$ cat src/rtl/operand_fetch_stage_pkg.sv
// operand_fetch_stage_pkg
//   Shared constants for the operand fetch stage:
//   - default operand width and register-address width
//   - register count, which is also the scoreboard width
//   - bit positions of the fixed 16-bit instruction fields
//     opcode[15:12] rd[11:9] rs1[8:6] rs2[5:3] imm[2:0]
package operand_fetch_stage_pkg;

   localparam int DATA_W_DEF = 16;
   localparam int ADDR_W_DEF = 3;
   localparam int NUM_REGS   = 8;

   localparam int INSTR_W = 16;
   localparam int FIELD_W = 3;

   localparam int OP_MSB  = 15;
   localparam int OP_LSB  = 12;
   localparam int RD_MSB  = 11;
   localparam int RD_LSB  = 9;
   localparam int RS1_MSB = 8;
   localparam int RS1_LSB = 6;
   localparam int RS2_MSB = 5;
   localparam int RS2_LSB = 3;
   localparam int IMM_MSB = 2;
   localparam int IMM_LSB = 0;

endpackage

$ cat src/rtl/operand_fetch_stage_operand_select.sv
// operand_select
//   Produces one source operand together with its hazard flag.
//   Build option: OPERAND_FETCH_FWD_EN compiles in the same-cycle writeback
//   bypass; without it the operand always comes from the register file and
//   any pending source is reported as a hazard.
// Ports
//   rs_addr  : source register address
//   pending  : scoreboard, one bit per register awaiting writeback
//   rf_data  : combinational register-file read data for rs_addr
//   wb_valid, wb_addr, wb_data : writeback happening this cycle
//   operand  : selected operand value
//   hazard   : source is pending and not covered by the bypass
module operand_select
   import operand_fetch_stage_pkg::*;
#(
   parameter int DATA_W = DATA_W_DEF,
   parameter int ADDR_W = ADDR_W_DEF
) (
   input  logic [ADDR_W-1:0]   rs_addr,
   input  logic [NUM_REGS-1:0] pending,
   input  logic [DATA_W-1:0]   rf_data,
   input  logic                wb_valid,
   input  logic [ADDR_W-1:0]   wb_addr,
   input  logic [DATA_W-1:0]   wb_data,
   output logic [DATA_W-1:0]   operand,
   output logic                hazard
);

`ifdef OPERAND_FETCH_FWD_EN
   logic bypass;

   always_comb begin
      bypass  = wb_valid && (wb_addr == rs_addr);
      operand = bypass ? wb_data : rf_data;
      hazard  = pending[rs_addr] && !bypass;
   end
`else
   // Writeback inputs are only meaningful when the bypass is built in.
   logic unused_wb;

   always_comb begin
      operand   = rf_data;
      hazard    = pending[rs_addr];
      unused_wb = ^{wb_valid, wb_addr, wb_data};
   end
`endif

endmodule

$ cat src/rtl/operand_fetch_stage.sv
// operand_fetch_stage
//   Decodes source registers, reads the register file, tracks outstanding
//   writes in a scoreboard and stalls dependent instructions. Accepted
//   instructions land in a single output register one cycle later.
//   Build option: OPERAND_FETCH_FWD_EN enables same-cycle writeback bypass.
// Ports
//   CLK, Reset            : rising-edge clock, asynchronous active-low reset
//   in_valid/in_ready     : upstream handshake
//   in_instr, in_wr       : instruction word, instruction writes rd
//   rf_addr1/2, rf_data1/2: register-file read ports
//   wb_valid/addr/data    : writeback, clears the scoreboard bit
//   flush                 : squash output register and scoreboard
//   out_valid/out_ready   : downstream handshake
//   out_op/rd/wr/a/b/imm  : issued instruction fields and operands
module operand_fetch_stage
   import operand_fetch_stage_pkg::*;
#(
   parameter int DATA_W = DATA_W_DEF,
   parameter int ADDR_W = ADDR_W_DEF
) (
   input  logic               CLK,
   input  logic               Reset,
   input  logic               in_valid,
   output logic               in_ready,
   input  logic [INSTR_W-1:0] in_instr,
   input  logic               in_wr,
   output logic [ADDR_W-1:0]  rf_addr1,
   output logic [ADDR_W-1:0]  rf_addr2,
   input  logic [DATA_W-1:0]  rf_data1,
   input  logic [DATA_W-1:0]  rf_data2,
   input  logic               wb_valid,
   input  logic [ADDR_W-1:0]  wb_addr,
   input  logic [DATA_W-1:0]  wb_data,
   input  logic               flush,
   output logic               out_valid,
   input  logic               out_ready,
   output logic [3:0]         out_op,
   output logic [ADDR_W-1:0]  out_rd,
   output logic               out_wr,
   output logic [DATA_W-1:0]  out_a,
   output logic [DATA_W-1:0]  out_b,
   output logic [DATA_W-1:0]  out_imm
);

   logic [NUM_REGS-1:0] pending_q, pending_d;
   logic                out_valid_q, out_valid_d;
   logic                out_wr_q, out_wr_d;
   logic [3:0]          out_op_q, out_op_d;
   logic [ADDR_W-1:0]   out_rd_q, out_rd_d;
   logic [DATA_W-1:0]   out_a_q, out_a_d;
   logic [DATA_W-1:0]   out_b_q, out_b_d;
   logic [DATA_W-1:0]   out_imm_q, out_imm_d;
   // Low through reset and until the first edge afterwards, so in_ready
   // cannot rise while the block is held in reset.
   logic                ready_en_q, ready_en_d;

   logic [ADDR_W-1:0]   rd_addr;
   logic [FIELD_W-1:0]  imm;
   logic [DATA_W-1:0]   opnd1, opnd2;
   logic                haz1, haz2;
   logic                hazard;
   logic                xfer;

   always_comb begin
      rf_addr1 = ADDR_W'(in_instr[RS1_MSB:RS1_LSB]);
      rf_addr2 = ADDR_W'(in_instr[RS2_MSB:RS2_LSB]);
      rd_addr  = ADDR_W'(in_instr[RD_MSB:RD_LSB]);
      imm      = in_instr[IMM_MSB:IMM_LSB];
   end

   operand_select #(.DATA_W(DATA_W), .ADDR_W(ADDR_W)) u_sel1 (
      .rs_addr  (rf_addr1),
      .pending  (pending_q),
      .rf_data  (rf_data1),
      .wb_valid (wb_valid),
      .wb_addr  (wb_addr),
      .wb_data  (wb_data),
      .operand  (opnd1),
      .hazard   (haz1)
   );

   operand_select #(.DATA_W(DATA_W), .ADDR_W(ADDR_W)) u_sel2 (
      .rs_addr  (rf_addr2),
      .pending  (pending_q),
      .rf_data  (rf_data2),
      .wb_valid (wb_valid),
      .wb_addr  (wb_addr),
      .wb_data  (wb_data),
      .operand  (opnd2),
      .hazard   (haz2)
   );

   always_comb begin
      hazard   = in_valid && (haz1 || haz2);
      in_ready = ready_en_q && !hazard && (!out_valid_q || out_ready) && !flush;
      xfer     = in_valid && in_ready;
   end

   always_comb begin
      pending_d   = pending_q;
      out_valid_d = out_valid_q;
      out_wr_d    = out_wr_q;
      out_op_d    = out_op_q;
      out_rd_d    = out_rd_q;
      out_a_d     = out_a_q;
      out_b_d     = out_b_q;
      out_imm_d   = out_imm_q;
      ready_en_d  = 1'b1;

      if (flush) begin
         pending_d   = '0;
         out_valid_d = 1'b0;
      end else begin
         // Clear first so a same-address set in this cycle wins.
         if (wb_valid) pending_d[wb_addr] = 1'b0;
         if (xfer && in_wr) pending_d[rd_addr] = 1'b1;

         if (xfer) begin
            out_valid_d = 1'b1;
            out_op_d    = in_instr[OP_MSB:OP_LSB];
            out_rd_d    = rd_addr;
            out_wr_d    = in_wr;
            out_a_d     = opnd1;
            out_b_d     = opnd2;
            out_imm_d   = {{(DATA_W-FIELD_W){imm[FIELD_W-1]}}, imm};
         end else if (out_ready) begin
            out_valid_d = 1'b0;
         end
      end
   end

   always_ff @(posedge CLK or negedge Reset) begin
      if (!Reset) begin
         pending_q   <= '0;
         out_valid_q <= 1'b0;
         out_wr_q    <= 1'b0;
         out_op_q    <= '0;
         out_rd_q    <= '0;
         out_a_q     <= '0;
         out_b_q     <= '0;
         out_imm_q   <= '0;
         ready_en_q  <= 1'b0;
      end else begin
         pending_q   <= pending_d;
         out_valid_q <= out_valid_d;
         out_wr_q    <= out_wr_d;
         out_op_q    <= out_op_d;
         out_rd_q    <= out_rd_d;
         out_a_q     <= out_a_d;
         out_b_q     <= out_b_d;
         out_imm_q   <= out_imm_d;
         ready_en_q  <= ready_en_d;
      end
   end

   assign out_valid = out_valid_q;
   assign out_wr    = out_wr_q;
   assign out_op    = out_op_q;
   assign out_rd    = out_rd_q;
   assign out_a     = out_a_q;
   assign out_b     = out_b_q;
   assign out_imm   = out_imm_q;

endmodule

$ cat config.mk
export PLATFORM = sky130hd
export DESIGN_NAME = operand_fetch_stage
export DESIGN_NICKNAME = d
export VERILOG_FILES = /design/src/rtl/operand_fetch_stage_pkg.sv /design/src/rtl/operand_fetch_stage_operand_select.sv /design/src/rtl/operand_fetch_stage.sv
export SDC_FILE = /design/constraint.sdc
export NUM_CORES = 1
export LEC_CHECK = 0
export BUFFER_PORTS_ARGS = -buffer_cell sky130_fd_sc_hd__buf_2
export CAP_MARGIN = 0
export CORE_MARGIN = 2
export CORE_UTILIZATION = 48
export DETAILED_ROUTE_END_ITERATION = 7
export GPL_TIMING_DRIVEN = 0
export HOLD_SLACK_MARGIN = 0.15
export PLACE_DENSITY = 0.95
export SLEW_MARGIN = 20
export SYNTH_ARGS = -nofsm -noshare
export SYNTH_HDL_FRONTEND = slang
export SYNTH_SLANG_ARGS = --single-unit
export TNS_END_PERCENT = 30
$ cat constraint.sdc
create_clock -name CLK -period 3.7 [get_ports CLK]
set_input_delay 0.185 -clock CLK [delete_from_list [all_inputs] [get_ports CLK]]
set_output_delay 0.185 -clock CLK [all_outputs]
set_load 0.01 [all_outputs]
==> Word-level counts from Yosys, hierarchy flattened <==
Cells that the tools add are included.
{ "op_classes": {"bitwise": 4, "muxes": 15, "reduce_logical": 15, "magnitude_cmp": 6} }
{ "op_table": {"columns": ["cell", "count"], "rows": [
  ["two-way mux 8 bit", 4],
  ["< comparator 3 x 4 -> 1 bit, second input constant", 4],
  ["bitwise AND 8 bit", 1],
  ["logical AND 1 bit", 8],
  ["NOT 8 bit", 1],
  ["OR 8 bit", 1],
  ["two-way mux 1 bit", 7],
  ["binary-select mux 1 bit (select 3 bit)", 2],
  ["demux 1 bit (select 3 bit)", 2],
  [">= comparator 3 x 1 -> 1 bit, second input constant", 2],
  ["logical NOT 1 bit", 3],
  ["nonzero test 3 bit", 1],
  ["logical OR 1 bit", 2],
  ["AND reduction 2 bit", 1],
  ["NOT 1 bit", 1]
]} }
{ "word_totals": {"word_cells": 49, "in_bits": 74, "regBits": 53, "output_inout_bits": 64} }

==> Depth between registers and ports, before layout <==
{ "logic_depth": {"ltp_word": 12, "ltp_mapped": 6, "ltp_nobuf": 4} }

==> Hierarchy <==
Synthesis repeated with hierarchy kept, for this count alone.
{ "unflattened": {"hier_cells": 195, "area_unflattened_um2": 2763.9} }
{ "modules_own_cells": {"columns": ["mod", "area_each_um2", "seq_area_each_um2", "instances", "cells_per_inst"], "rows": [
  ["operand_fetch_stage", 2396.0, 1326.3, 1, 157],
  ["operand_select", 183.9, 0.0, 2, 19]
]} }

==> Worst setup path before layout <==
No wires, ideal clock.
{ "synth_timing": {"kind": "reg-to-reg", "start": "register pending_q[3]", "end": "register out_b_q[7] (netlist: out_b[7])", "setup_slack_ps": 1806, "path_buffers": 2, "path_stages_with_launch": 7, "setup_ps": 127, "period_less_slack_ps": 1894, "required_time_ps": 3573, "arrival_ps": 1766, "cell_sequence": "dfrtp_1 > mux4_1 > mux2i_1 > and3b_1 > buf_6 > buf_6 > mux2_1"} }
{ "synth_via": {"elab_chain_cells": 10, "elab_cells_between_ends": 12, "cone_classes": "4 x mux; 8 x reduce/logical"} }
{ "synth_lines": {"columns": ["item", "line_no", "text"], "rows": [
  ["from (decl)", "operand_fetch_stage.sv:45", "logic [NUM_REGS-1:0] pending_q, pending_d;"],
  ["from (signal assigned)", "operand_fetch_stage.sv:144", "pending_q <= pending_d;"],
  ["binary-select mux 1 bit (select 3 bit)", "operand_fetch_stage_operand_select.sv:43", "hazard = pending[rs_addr];"],
  ["two-way mux 1 bit (not written as such)", "operand_fetch_stage_operand_select.sv:43", null],
  ["logical OR 1 bit (*)", "operand_fetch_stage.sv:94", "hazard = in_valid && (haz1 || haz2);"],
  ["logical AND 1 bit (*)", "operand_fetch_stage.sv:94", null],
  ["logical NOT 1 bit (*)", "operand_fetch_stage.sv:95", "in_ready = ready_en_q && !hazard && (!out_valid_q || out_ready) && !flush;"],
  ["logical AND 1 bit (*) (3 in a row)", "operand_fetch_stage.sv:95", null],
  ["logical AND 1 bit (*)", "operand_fetch_stage.sv:96", "xfer = in_valid && in_ready;"],
  ["AND reduction 2 bit (no source line) (*)", null, null],
  ["to (signal assigned)", "operand_fetch_stage.sv:150", "out_b_q <= out_b_d;"],
  ["to (decl)", "operand_fetch_stage.sv:51", "logic [DATA_W-1:0] out_b_q, out_b_d;"]
]} }
Every way passes the cells marked *; elsewhere a longest branch is shown, timed or not. The select of a mux whose other input is x is not followed.
A chain may end at the register's enable or synchronous reset.

==> Worst setup path after layout <==
{ "layout_timing": {"start": "register pending_q[3]", "end": "register out_b_q[8] (netlist: out_b[8])"} }
Same word-level chain as after synthesis.

==> results.sh <==
export IMPL_dpl_worst_slack_ns=1.66
export IMPL_finalHoldViolCount=0
export IMPL_drtPass1Iterations=4
export IMPL_start_util_pct=50.2
export IMPL_yosysMostFrequentCell="dfrtp_1"
export IMPL_core_area_um2=5170
export IMPL_htree_levels=2
export IMPL_ctsResizeCount=0
export IMPL_power_density_nw_per_um2=418
export IMPL_synth_edff_count=0
export IMPL_busiest_layer="met2"
export IMPL_finalSetupTns_ns=0
export IMPL_fillers=318
export IMPL_die_area_um2=6020
export IMPL_cts_tree="done"
export IMPL_synth_area_top_cells="dfrtp_1 51%, mux2_4 23%, buf_4 5.5%"
export IMPL_p_int_uw=1130
export IMPL_clk_insertion_delay_late_ns=0.29
export IMPL_path_cells="mux4_1, mux2i_1, and3b_1, buf_6, buf_6, mux2_1"
export IMPL_slew_limit_headroom_pct=58.5
export IMPL_ys_ff_latch=53
export IMPL_worstPathMaxFanout=10
export IMPL_status="finished, final reports clean"
export IMPL_seqPwrFrac_pct=47.2
export IMPL_cts_setup_buffers=0
export IMPL_ys_warn_count=0
export IMPL_dp_cells=361
export IMPL_max_stage_delay_ns=0.50
export IMPL_utilization_pct=73.1
export IMPL_pin_count=138
export IMPL_synthFlopType="dfrtp_1"
export IMPL_routed_wl_um=6310
export IMPL_port_buffers=120
export IMPL_grt_pass1_vias=2007
export IMPL_combPwrFrac_pct=33.7
export IMPL_cts_hold_buf=41
export IMPL_tightest_slew_ns=0.623
export IMPL_num_vias=2022
export IMPL_maxSlewViolCount=0
export IMPL_final_period_utilization_pct=55.1
export IMPL_vias_per_cell=4.93
export IMPL_gp_congestion=0.818
export IMPL_worstSetupEndpointType="register"
export IMPL_synth_top_area_cell="dfrtp_1"
export IMPL_critPathKind="reg2reg"
export IMPL_die_w_um=77.6
export IMPL_ys_types=24
export IMPL_drt_antenna_violating_nets=0
export IMPL_synth_top_cell_area_share_pct=51.0
export IMPL_drive_gt1_share_pct=56.8
export IMPL_synth_nets=245
export IMPL_area_growth_synth_to_final_pct=45.5
export IMPL_placementRows=26
export IMPL_setup_violations=0
export IMPL_crit_slowest_cell="mux4_1"
export IMPL_grt_use_total_pct=21.0
export IMPL_dp_hpwl_um=4100
export IMPL_drt_initial_drc_count=44
export IMPL_cts_sinks=53
export IMPL_use_met3_pct=5.47
export IMPL_vdd_drop_max_mv=0.231
export IMPL_cp_common_cell="buf_6"
export IMPL_async_flop_share_pct=100
export IMPL_synthTopCellsByCount="53 x dfrtp_1, 40 x mux2_4, 19 x buf_4"
export IMPL_grt_pass1_wl_um=9800
export IMPL_grt_max_degree=54
export IMPL_cts_buffer_depth=2
export IMPL_p_sw_share_pct=28.5
export IMPL_wire_per_inst_um=15.4
export IMPL_min_period_ns=2.04
export IMPL_multi_input_area_um2=1020
export IMPL_finalWorstSetupSlack_ns=1.66
export IMPL_stdcell_count=410
export IMPL_hold_class="in2reg"
export IMPL_antennaDiodeCount=0
export IMPL_die_h_um=77.6
export IMPL_use_met1_pct=24.8
export IMPL_grt_overflow=0
export IMPL_crit_arrival_ns=2.22
export IMPL_yosysSeqAreaShare_pct=51.0
export IMPL_clock_fmax_mhz=491
export IMPL_regArea_um2=1330
export IMPL_required_ns=3.88
export IMPL_syn_area_um2=2600
export IMPL_antenna_found_initial=0
export IMPL_reg2reg_slack_ns=1.66
export IMPL_clk_pin_slew_ns=0.09
export IMPL_critPathLaunchType="register"
export IMPL_clkPwrFrac_pct=19.1
export IMPL_leakage_uw=0.00191
export IMPL_synth_avg_cell_area_um2=15.2
export IMPL_p_sw_uw=450
export IMPL_max_cap_violations=0
export IMPL_rsz0062_at_grt="false"
export IMPL_root_buffer="clkbuf_8"
export IMPL_hold_ws_ns=0.155
export IMPL_netlist_instances=171
export IMPL_fin_skew_ns=0.00440
export IMPL_drcViolationCount=0
export IMPL_use_met2_pct=38.2
export IMPL_nNetsFinal=413
export IMPL_cts_buffers_inserted=5
kinds of logic after synthesis:
family,Yosys count,synth area share [%]
flip-flops,53,51.0
buffers and inverters,27,9.73
other,1,0.144
AO/OA/AOI/OAI,18,4.86
multiplexers,49,29.2
AND/OR/NAND/NOR,23,5.01
worst max-delay path: cells and delay by family, from the launching register on:
family	cells	cell delay, ns
buffers and inverters	2	0.32
DFF	1	0.40
muxes	3	1.00
and+or+nand+nor	1	0.19
area by class of cell:
type / count / area share, %
Clock inverter: 2 / 0.265
Multi-Input combinational cell: 91 / 27.0
Sequential cell: 53 / 35.1
Buffer: 27 / 6.68
Tap cell: 70 / 2.32
Clock buffer: 6 / 1.92
Timing Repair Buffer: 161 / 26.8
stage by stage:
| step | total power, uW | area, um2 |
|---|---|---|
| after floorplan | 1040 | 2600 |
| after global placement | 1220 | 3290 |
| after detailed placement | 1250 | 3290 |
| after CTS | 1580 | 3780 |
| after global routing | 1660 | 3780 |
| final | 1580 | 3780 |
layout by cell type, fill, tap and decap left out, types with 4 or more instances in the layout:
| cell type | instances |
|---|---|
| buf_2 | 119 |
| dfrtp_1 | 53 |
| dlygate4sd3_1 | 41 |
| mux2_4 | 40 |
| buf_4 | 20 |
| o2bb2ai_1 | 8 |
| nand2b_1 | 7 |
| nor3_1 | 6 |
| o21ai_0 | 6 |
| nand2_1 | 5 |
| clkbuf_8 | 5 |
| mux4_1 | 4 |
| buf_12 | 4 |
routing by layer:
layer  vias to the layer above  share of wire (%)  wire (um)
li1                        934                  -          -
met1                       978                 41       2560
met2                        98                 52       3280
met3                        12                6.2        388
met4                         0                1.2         78
met5                         -                  0          0
worst paths after layout:
kind                       depth (start not counted)            to    startpoint
setup reg to reg                                   6      out_b[8]  pending_q[3]
setup / recovery                                   6      out_b[8]  pending_q[3]
hold / removal                                     2        out_wr         in_wr
max in group asynchronous                          2  pending_q[6]         Reset
min in group asynchronous                          2      out_a[4]         Reset
hold reg to reg                                    1      out_b[7]      out_b[7]
power groups by stage:
stage               Clock [uW]  Sequential (uW)  Combinational, uW
floorplan                    0              796                240
global placement             0              741                483
detailed placement           0              750                496
CTS                        310              740                532
global route               331              760                569
finish                     301              746                533
state kept, by name, summed over array words and instances, names as in the netlist, 3 cells and up:
register   flops
out_a         16
out_b         16
pending_q      8
out_op         4
out_imm        3
out_rd         3
Power figures use the tool's default switching activity.
